<file path="src/rtl/matvec_pkg.sv">
// Shared types and arithmetic helpers for the matrix-vector engine.
// The state enum, width helpers and the output conversion live here.
package matvec_pkg;

  typedef enum logic [1:0] {
    IDLE = 2'd0,
    LOAD = 2'd1,
    CALC = 2'd2,
    OUT  = 2'd3
  } state_t;

  function automatic int wbits(input int n);
    return (n > 1) ? $clog2(n) : 1;
  endfunction

  // Sum of K full-width products never overflows this width.
  function automatic int acc_w(
    input int dw,
    input int cw,
    input int k
  );
    return dw + cw + $clog2(k);
  endfunction

  // Caller keeps the low ow bits; with sat clear that is a plain wrap.
  function automatic logic signed [63:0] sat_conv(
    input logic signed [63:0] acc,
    input int                 ow,
    input bit                 sat
  );
    logic signed [63:0] hi;
    logic signed [63:0] lo;
    hi = (64'sd1 <<< (ow - 1)) - 64'sd1;
    lo = -(64'sd1 <<< (ow - 1));
    if (sat && (acc > hi)) return hi;
    if (sat && (acc < lo)) return lo;
    return acc;
  endfunction

endpackage

</file>
<file path="src/rtl/matvec_mac.sv">
// Signed multiply-accumulate with clear on row end.
// Emits the converted row result on the last column.
module matvec_mac
  import matvec_pkg::*;
#(
  parameter int DW  = 8,
  parameter int CW  = 8,
  parameter int K   = 4,
  parameter int OW  = 9,
  parameter bit SAT = 1'b1
) (
  input  logic                 clk,
  input  logic                 rst,
  input  logic                 i_en,
  input  logic                 i_last,
  input  logic signed [DW-1:0] i_x,
  input  logic signed [CW-1:0] i_a,
  output logic                 o_we,
  output logic signed [OW-1:0] o_res
);

  localparam int AW = acc_w(DW, CW, K);
  localparam int PW = DW + CW;

  logic signed [AW-1:0] r_acc;
  logic signed [PW-1:0] w_prod;
  logic signed [AW-1:0] w_sum;

  assign w_prod = PW'(i_x) * PW'(i_a);
  assign w_sum  = r_acc + AW'(w_prod);
  assign o_we   = i_en & i_last;
  assign o_res  = OW'(sat_conv(64'(w_sum), OW, SAT));

  always_ff @(posedge clk or negedge rst) begin
    if (!rst) begin
      r_acc <= '0;
    end else if (i_en) begin
      r_acc <= i_last ? '0 : w_sum;
    end
  end

endmodule

</file>
<file path="src/rtl/matvec_engine.sv">
// Y = A*X engine: loads X, runs one MAC per cycle, streams M results.
// Coefficient bank is written only while idle and persists across jobs.
module matvec_engine
  import matvec_pkg::*;
#(
  parameter int DW  = 8,
  parameter int CW  = 8,
  parameter int K   = 4,
  parameter int M   = 4,
  parameter int OW  = 9,
  parameter bit SAT = 1'b1
) (
  input  logic                      clk,
  input  logic                      rst,
  input  logic                      cs_n,
  input  logic                      start,
  input  logic                      in_valid,
  input  logic [DW-1:0]             in_data,
  output logic                      in_ready,
  input  logic                      coef_we,
  input  logic [$clog2(M*K)-1:0]    coef_addr,
  input  logic [CW-1:0]             coef_data,
  output logic                      out_valid,
  output logic [OW-1:0]             out_data,
  input  logic                      out_ready,
  output logic                      busy,
  output logic                      finish
);

  localparam int AAW = $clog2(M * K);
  localparam int KW  = wbits(K);
  localparam int MW  = wbits(M);
  localparam logic [AAW:0] NCOEF = (AAW + 1)'(M * K);

  state_t r_state;
  state_t w_next;

  logic [KW-1:0]        r_k;
  logic [MW-1:0]        r_m;
  logic [MW-1:0]        r_o;
  logic                 r_finish;
  logic signed [DW-1:0] r_x    [K];
  logic signed [CW-1:0] r_coef [M*K];
  logic signed [OW-1:0] r_res  [M];

  logic           w_accept;
  logic           w_hs;
  logic           w_calc;
  logic           w_klast;
  logic           w_mlast;
  logic           w_olast;
  logic           w_cwr;
  logic [AAW-1:0] w_cidx;
  logic           w_res_we;
  logic [OW-1:0]  w_res;

  assign in_ready  = (r_state == LOAD) & ~cs_n;
  assign out_valid = (r_state == OUT) & ~cs_n;
  assign out_data  = r_res[r_o];
  assign busy      = (r_state != IDLE);
  assign finish    = r_finish;

  assign w_accept = in_ready & in_valid;
  assign w_hs     = out_valid & out_ready;
  assign w_calc   = (r_state == CALC);
  assign w_klast  = (r_k == KW'(K - 1));
  assign w_mlast  = (r_m == MW'(M - 1));
  assign w_olast  = (r_o == MW'(M - 1));
  assign w_cidx   = AAW'(r_m) * AAW'(K) + AAW'(r_k);
  assign w_cwr    = (r_state == IDLE) & ~cs_n & coef_we
                  & ({1'b0, coef_addr} < NCOEF);

  matvec_mac #(
    .DW (DW),
    .CW (CW),
    .K  (K),
    .OW (OW),
    .SAT(SAT)
  ) u_mac (
    .clk   (clk),
    .rst   (rst),
    .i_en  (w_calc),
    .i_last(w_klast),
    .i_x   (r_x[r_k]),
    .i_a   (r_coef[w_cidx]),
    .o_we  (w_res_we),
    .o_res (w_res)
  );

  always_ff @(posedge clk or negedge rst) begin
    if (!rst) begin
      r_state <= IDLE;
    end else begin
      r_state <= w_next;
    end
  end

  always_comb begin
    w_next = r_state;
    unique case (r_state)
      IDLE: if (start && !cs_n) w_next = LOAD;
      LOAD: if (w_accept && w_klast) w_next = CALC;
      CALC: if (w_klast && w_mlast) w_next = OUT;
      OUT:  if (w_hs && w_olast) w_next = IDLE;
      default: w_next = IDLE;
    endcase
  end

  always_ff @(posedge clk or negedge rst) begin
    if (!rst) begin
      r_k      <= '0;
      r_m      <= '0;
      r_o      <= '0;
      r_finish <= 1'b0;
      for (int i = 0; i < K; i++) r_x[i] <= '0;
      for (int i = 0; i < M*K; i++) r_coef[i] <= '0;
      for (int i = 0; i < M; i++) r_res[i] <= '0;
    end else begin
      r_finish <= w_hs & w_olast;
      if (w_cwr) begin
        r_coef[coef_addr] <= coef_data;
      end
      if (w_accept) begin
        r_x[r_k] <= in_data;
        r_k      <= w_klast ? '0 : r_k + KW'(1);
      end
      // Column index wraps each row; row index advances on the last column.
      if (w_calc) begin
        r_k <= w_klast ? '0 : r_k + KW'(1);
        if (w_klast) begin
          r_m <= w_mlast ? '0 : r_m + MW'(1);
        end
      end
      if (w_res_we) begin
        r_res[r_m] <= w_res;
      end
      if (w_hs) begin
        r_o <= w_olast ? '0 : r_o + MW'(1);
      end
    end
  end

endmodule

</file>
<file path="config.mk">
export PLATFORM = sky130hd
export DESIGN_NAME = matvec_engine
export DESIGN_NICKNAME = d
export VERILOG_FILES = /design/src/rtl/matvec_pkg.sv /design/src/rtl/matvec_mac.sv /design/src/rtl/matvec_engine.sv
export SDC_FILE = /design/constraint.sdc
export NUM_CORES = 1
export LEC_CHECK = 0
export CAP_MARGIN = 20
export CORE_UTILIZATION = 60
export DETAILED_ROUTE_END_ITERATION = 6
export PLACE_DENSITY = 0.87
export SETUP_SLACK_MARGIN = 0.4
export SLEW_MARGIN = 20
export SYNTH_ARGS = -nofsm -noshare
export SYNTH_HDL_FRONTEND = slang
export SYNTH_HIERARCHICAL = 1
export SYNTH_SLANG_ARGS = --single-unit
</file>
<file path="constraint.sdc">
create_clock -name clk -period 8.5 [get_ports clk]
set_input_delay 1.275 -clock clk [delete_from_list [all_inputs] [get_ports clk]]
set_output_delay 1.275 -clock clk [all_outputs]
set_load 0.01 [all_outputs]
</file>
# After elaboration in Yosys (flattened, before gate mapping)
# Cells that the tools add are included.
# W data, S select, Z words.
[op_classes]
n_addsub = 5
mul = 1
order_cmp = 10
eq_ne = 10
mux = 36
bitwise = 14
n_reduce_logical = 13
[op_table]
columns = ["cell", "count"]
rows = [
  ["$bwmux W128", 1],
  ["$mux W9", 7],
  ["$mux W8", 6],
  ["$bwmux W36", 1],
  ["$bmux W8 S4", 1],
  ["$bwmux W32", 1],
  ["$demux W8 S4", 1],
  ["$add A18 B16 Y18", 1],
  ["$bmux W9 S2", 1],
  ["$demux W9 S2", 1],
  ["$gt A18 B9 Y1 const B", 1],
  ["$lt A18 B9 Y1 const B", 1],
  ["$mux W18", 1],
  ["$mux W2", 9],
  ["$bmux W8 S2", 1],
  ["$demux W8 S2", 1],
  ["$mul A8 B8 Y16", 1],
  ["$eq A2 B2 Y1 const B", 5],
  ["$ge A5 B5 Y1 const B", 2],
  ["$not A4 Y5", 2],
  ["$ge A3 B3 Y1 const B", 3],
  ["$not A2 Y3", 3],
  ["$and A1 B1 Y1", 8],
  ["$pmux W2 S4", 1],
  ["other kinds (15)", 29],
]
[totals]
regBits = 223
input_bits = 27
out_inout_bits = 13
elab_cells = 119

# Depth between registers and ports, before layout
[depth]
depth_word = 13
mapped_depth = 27
mapped_depth_nobuf = 26

# Hierarchy
# The synthesis kept the hierarchy.
[by_module_without_submodules]
columns = ["module", "n_inst", "cells_each", "area_each_um2", "seq_area_each_um2"]
rows = [
  ["matvec_engine", 1, 586, 9431.5, 5129.9],
  ["matvec_mac", 1, 429, 4101.4, 450.4],
]

# Worst setup path after synthesis
# OpenSTA, ideal clock, no wires.
[synth_path]
path_kind = "reg-to-reg"
from = "register r_k[0]"
to = "register r_res[0] in the netlist's numbering"
setup_ps = 64
arrival_ps = 7066
required_ps = 8436
path_slack_ps = 1369
path_stages_with_launch = 25
n_path_buf = 3
period_less_slack_ps = 7131
cell_sequence = "dfrtp_1 > buf_2 > buf_4 > buf_4 > mux4_2 > nand2b_1 > fa_1 > inv_1 > fa_1 > inv_1 > fa_1 > inv_1 > fa_1 > inv_1 > fa_1 > inv_1 > ha_1 > a21o_1 > a21o_1 > or2_1 > o311a_1 > or4b_4 > o41ai_4 > a21o_1 > mux2_2"
[synth_between]
elab_chain_len = 13
word_cells_on_any_way = 22
classes_between = "add/sub: 2; mul: 1; order compare: 2; eq/ne: 1; mux: 13; bitwise: 3"
[synth_lines]
columns = ["item", "line_no", "text"]
rows = [
  ["start, declared", "matvec_engine.sv:38", "logic [KW-1:0] r_k;"],
  ["start signal, assigned", "matvec_engine.sv:125", "r_k <= w_klast ? '0 : r_k + KW'(1);"],
  ["start signal, assigned", "matvec_engine.sv:129", "r_k <= w_klast ? '0 : r_k + KW'(1);"],
  ["$add A4 B2 Y4", "matvec_engine.sv:69", "assign w_cidx = AAW'(r_m) * AAW'(K) + AAW'(r_k);"],
  ["$not A4 Y5 (implied by the code)", "matvec_engine.sv:85", ".i_a (r_coef[w_cidx]),"],
  ["$bmux W8 S4", "matvec_engine.sv:85", ""],
  ["$mux W8 (implied by the code) (2 in a row)", "matvec_engine.sv:85", ""],
  ["$mul A8 B8 Y16 *", "matvec_mac.sv:29", "assign w_prod = PW'(i_x) * PW'(i_a);"],
  ["$add A18 B16 Y18 *", "matvec_mac.sv:30", "assign w_sum = r_acc + AW'(w_prod);"],
  ["$lt A18 B9 Y1", "matvec_pkg.sv:36", "if (sat && (acc < lo)) return lo;"],
  ["$mux W1 (2 in a row)", "matvec_pkg.sv:36", ""],
  ["$mux W9", "matvec_pkg.sv:37", "return acc;"],
  ["$mux W9 *", "matvec_pkg.sv:36", ""],
  ["net w_res[0]", "matvec_engine.sv:55", "logic [OW-1:0] w_res;"],
  ["$bwmux W36 *", "matvec_engine.sv:135", "r_res[r_m] <= w_res;"],
  ["end signal, assigned by index", "matvec_engine.sv:135", ""],
  ["end, declared", "matvec_engine.sv:44", "logic signed [OW-1:0] r_res [M];"],
]
# The timed path passes the listed nets; every way through them passes the cells marked *. The select of a mux whose other input is x is not followed.
# A chain may end at the register's enable or synchronous reset.

# Worst setup path in the final report
[layout_path]
from = "register r_m[1]"
to = "register r_res[12] in the netlist's numbering"
[layout_between]
elab_chain_len = 13
word_cells_on_any_way = 22
classes_between = "add/sub: 2; mul: 1; order compare: 4; mux: 12; bitwise: 2; reduce/logical: 1"
[layout_lines]
columns = ["item", "line_no", "text"]
rows = [
  ["start, declared", "matvec_engine.sv:39", "logic [MW-1:0] r_m;"],
  ["start signal, assigned", "matvec_engine.sv:131", "r_m <= w_mlast ? '0 : r_m + MW'(1);"],
  ["$add A4 B2 Y4 *", "matvec_engine.sv:69", ""],
  ["$not A4 Y5 (implied by the code) *", "matvec_engine.sv:85", ""],
  ["$bmux W8 S4 *", "matvec_engine.sv:85", ""],
  ["$mux W8 (implied by the code) * (2 in a row)", "matvec_engine.sv:85", ""],
  ["$mul A8 B8 Y16 *", "matvec_mac.sv:29", ""],
  ["$add A18 B16 Y18 *", "matvec_mac.sv:30", ""],
  ["$lt A18 B9 Y1", "matvec_pkg.sv:36", ""],
  ["$mux W1 (2 in a row)", "matvec_pkg.sv:36", ""],
  ["$mux W9", "matvec_pkg.sv:37", ""],
  ["$mux W9 *", "matvec_pkg.sv:36", ""],
  ["net w_res[3]", "matvec_engine.sv:55", ""],
  ["$bwmux W36 *", "matvec_engine.sv:135", ""],
]
# Marked as above.

==> impl_metrics.ini <==
[worst_setup_path]
rrSetupSlack_ns = 0.81
slowest_stage = and2_1
r2r-end = r_res[12]$_DFFE_PN0P_
critical-path-max-stage-delay_ns = 0.63
crit_top_cell = fa_1
cpLargestDelayFamily = adder cells
critPathBufInv = 2
worstPathRequired_ns = 8.96
worst-setup-path-type = flip-flop to flip-flop
worstRegToRegCells = 20
crit_end = r_res[12]$_DFFE_PN0P_
crit_arrival_ns = 8.15
endpoint_kind = flip-flop
path_depth = 20
cp-start-kind = flip-flop
cp_max_fo = 10
cp_cell_sequence = inv_1, nor2_1, a22oi_1, nand2_1, and2_1, fa_1, fa_1, fa_1, fa_1, ha_1, ha_1, a21o_1, a21o_1, or2_1, o311a_1, or4b_4, o41ai_4, buf_4, a21o_1, mux2_2
crit_start = r_m[1]$_DFFE_PN0P_
regToRegStartpoint = r_m[1]$_DFFE_PN0P_

[sta]
post-route-min-period_ns = 7.69
hold_viol_final = 0
setup_viol = 0
tns_ns = 0
slew_violations = 0
worstMarginPinSlew_ns = 0.963
max_freq_mhz = 130
fin_skew_ns = 0.0191
min_period_over_period_pct = 90.5
slew_headroom_pct = 35.8
rsz0062_at_grt = no

[clock_tree]
clk_pin_slew_ns = 0.06
cts.sink_count = 223
clkLatencyLatePin_ns = 0.54
clk_path_buf_depth = 3
cts_hold_buf = 0
cts_buffers = 24
h-tree-depth = 1
ctsRootBufferMaster = clkbuf_16
cts_tree = done

[floorplanning]
fp.dieW_um = 152
die_h_um = 152
initial_core_util_pct = 61.6
rows = 54
die_area_mm2 = 0.0232
coreArea_mm2 = 0.0220
io-pin-count = 40

[final_layout]
drive_gt1_share_pct = 31.1
postLayoutCellArea_mm2 = 0.0151
layout_commonest_cell = dfrtp_1
mostFrequentLayoutCells = dfrtp_1, mux2_2, inv_1, fa_1, ha_1
final_net_count = 1231
area_growth_pct = 11.4
antenna_cells = 0

[routing]
ant_nets = 0
drc = 1
drtIter0Drc = 546
vias_per_cell = 6.02
routedWlPerCell_um = 21.3
drt_pass1_iterations = 7
wl_mm = 29.1
vias = 8224

[global_routing]
grt_start_max_net_pins = 147
grt_usage_pct = 26.3
grt_pass1_wl_mm = 48.6
grt_overflow = 0
antenna_found_initial = 0
grt_pass1_vias = 9173

[placed_design]
dp_hpwl_mm = 20.0
finalWeightedCongestion = 0.835
portBuffers = 39
placed_area_mm2 = 0.0142

[logic_synthesis]
synth-edff-count = 0
netlist_instances = 1015
yosysTopAreaCell = dfrtp_1
syn_area_mm2 = 0.0135
yosysTopAreaCellShare_pct = 41.2
synth_fp_nets = 1178
ys_ff_latch = 223
synth-main-ff-cell = dfrtp_1
yosysWarnings = 6
synth_cell_types = 60
async_flop_share_pct = 100
ys_seq_area_share_pct = 41.2
ys_top_cells_by_area = dfrtp_1, mux2_2, fa_1
syn_avg_cell_area_um2 = 13.3

[worst_hold_path]
hold_class = flip-flop to flip-flop

[outcome]
status = finished, violations left
violations = DRC

[job]
drv_cap = 0
sequential cells by signal, indices dropped and copies added, names as in the netlist:
signal / count
r_coef: 128
r_res: 36
r_x: 32
u_mac/r_acc: 18
r_k: 2
r_m: 2
r_o: 2
r_state: 2
finish: 1
cell usage after synthesis, drive strengths merged (14+ instances only):
| master | instances |
|---|---|
| a22oi | 16 |
| and2 | 34 |
| buf | 14 |
| clkbuf | 19 |
| dfrtp | 223 |
| fa | 80 |
| ha | 56 |
| inv | 117 |
| mux2 | 201 |
| mux4 | 49 |
| nand2 | 52 |
| nor2 | 28 |
| o21ai | 15 |
worst reg2reg max path, cell delays in order, from the launching register on:
cell	delay, ns
dfrtp_1	0.42
inv_1	0.11
nor2_1	0.63
a22oi_1	0.26
nand2_1	0.34
and2_1	0.63
fa_1	0.56
fa_1	0.54
fa_1	0.44
fa_1	0.50
ha_1	0.31
ha_1	0.38
a21o_1	0.20
a21o_1	0.20
or2_1	0.27
o311a_1	0.38
or4b_4	0.57
o41ai_4	0.28
buf_4	0.22
a21o_1	0.20
mux2_2	0.18
cell families (layout without fill, tap and decap cells):
group,after synthesis,in the layout,share of synthesized area [%]
AOI/OAI and AO/OA,78,78,4.06
xor gates and xnor gates,19,19,1.23
adders and majority gates,136,136,17.0
buffers and inverters,151,222,4.51
DFF,223,223,41.2
muxes,251,251,25.0
and+or+nand+nor,157,157,6.92
per-layer routing:
layer  part of all wire (%)  track usage [%]
met4                    1.8             6.46
met3                    4.1             3.75
met2                     51             44.1
met1                     43             36.5
met5                      0                0
worst min path at each step:
stage,startpoint,end,slack [ns],cells after the start
5_1_grt,r_coef[108]$_DFFE_PN0P_,r_coef[108]$_DFFE_PN0P_,0.51,1
6_report,r_coef[108]$_DFFE_PN0P_,r_coef[108]$_DFFE_PN0P_,0.49,1
4_1_cts,r_coef[108]$_DFFE_PN0P_,r_coef[108]$_DFFE_PN0P_,0.49,1
2_1_floorplan,r_coef[108]$_DFFE_PN0P_,r_coef[108]$_DFFE_PN0P_,0.45,1
3_3_place_gp,r_coef[26]$_DFFE_PN0P_,r_coef[26]$_DFFE_PN0P_,0.46,1
3_5_place_dp,r_coef[108]$_DFFE_PN0P_,r_coef[108]$_DFFE_PN0P_,0.47,1
area by class of cell:
cell class                      count  area [um^2]
Clock inverter                      9         97.6
Timing Repair Buffer               60          573
Inverter                          118          443
Clock buffer                       35          682
Fill cell                        1413         6880
Sequential cell                   223         5590
Tap cell                          280          350
Multi-Input combinational cell    641         7350
through the flow:
stage	hold slack [ns]	setup WS [ns]	instances	utilization [%]
2_1_floorplan	0.452	1.37	1015	-
3_3_place_gp	0.463	0.754	1312	64.6
3_5_place_dp	0.474	0.634	1312	64.6
4_1_cts	0.491	0.458	1356	68.2
5_1_grt	0.508	0.491	1366	68.7
6_report	0.488	0.807	1366	68.7
what timing repair did:
action / in CTS / in global routing
resized for setup: 0 / 2
hold endpoints to repair: 0 / 0
setup endpoints to repair: 0 / 32
buffers inserted: 0 / 9
Power is not shown: default switching activity piles up to over one toggle a cycle in this logic, so the estimate is an artifact.
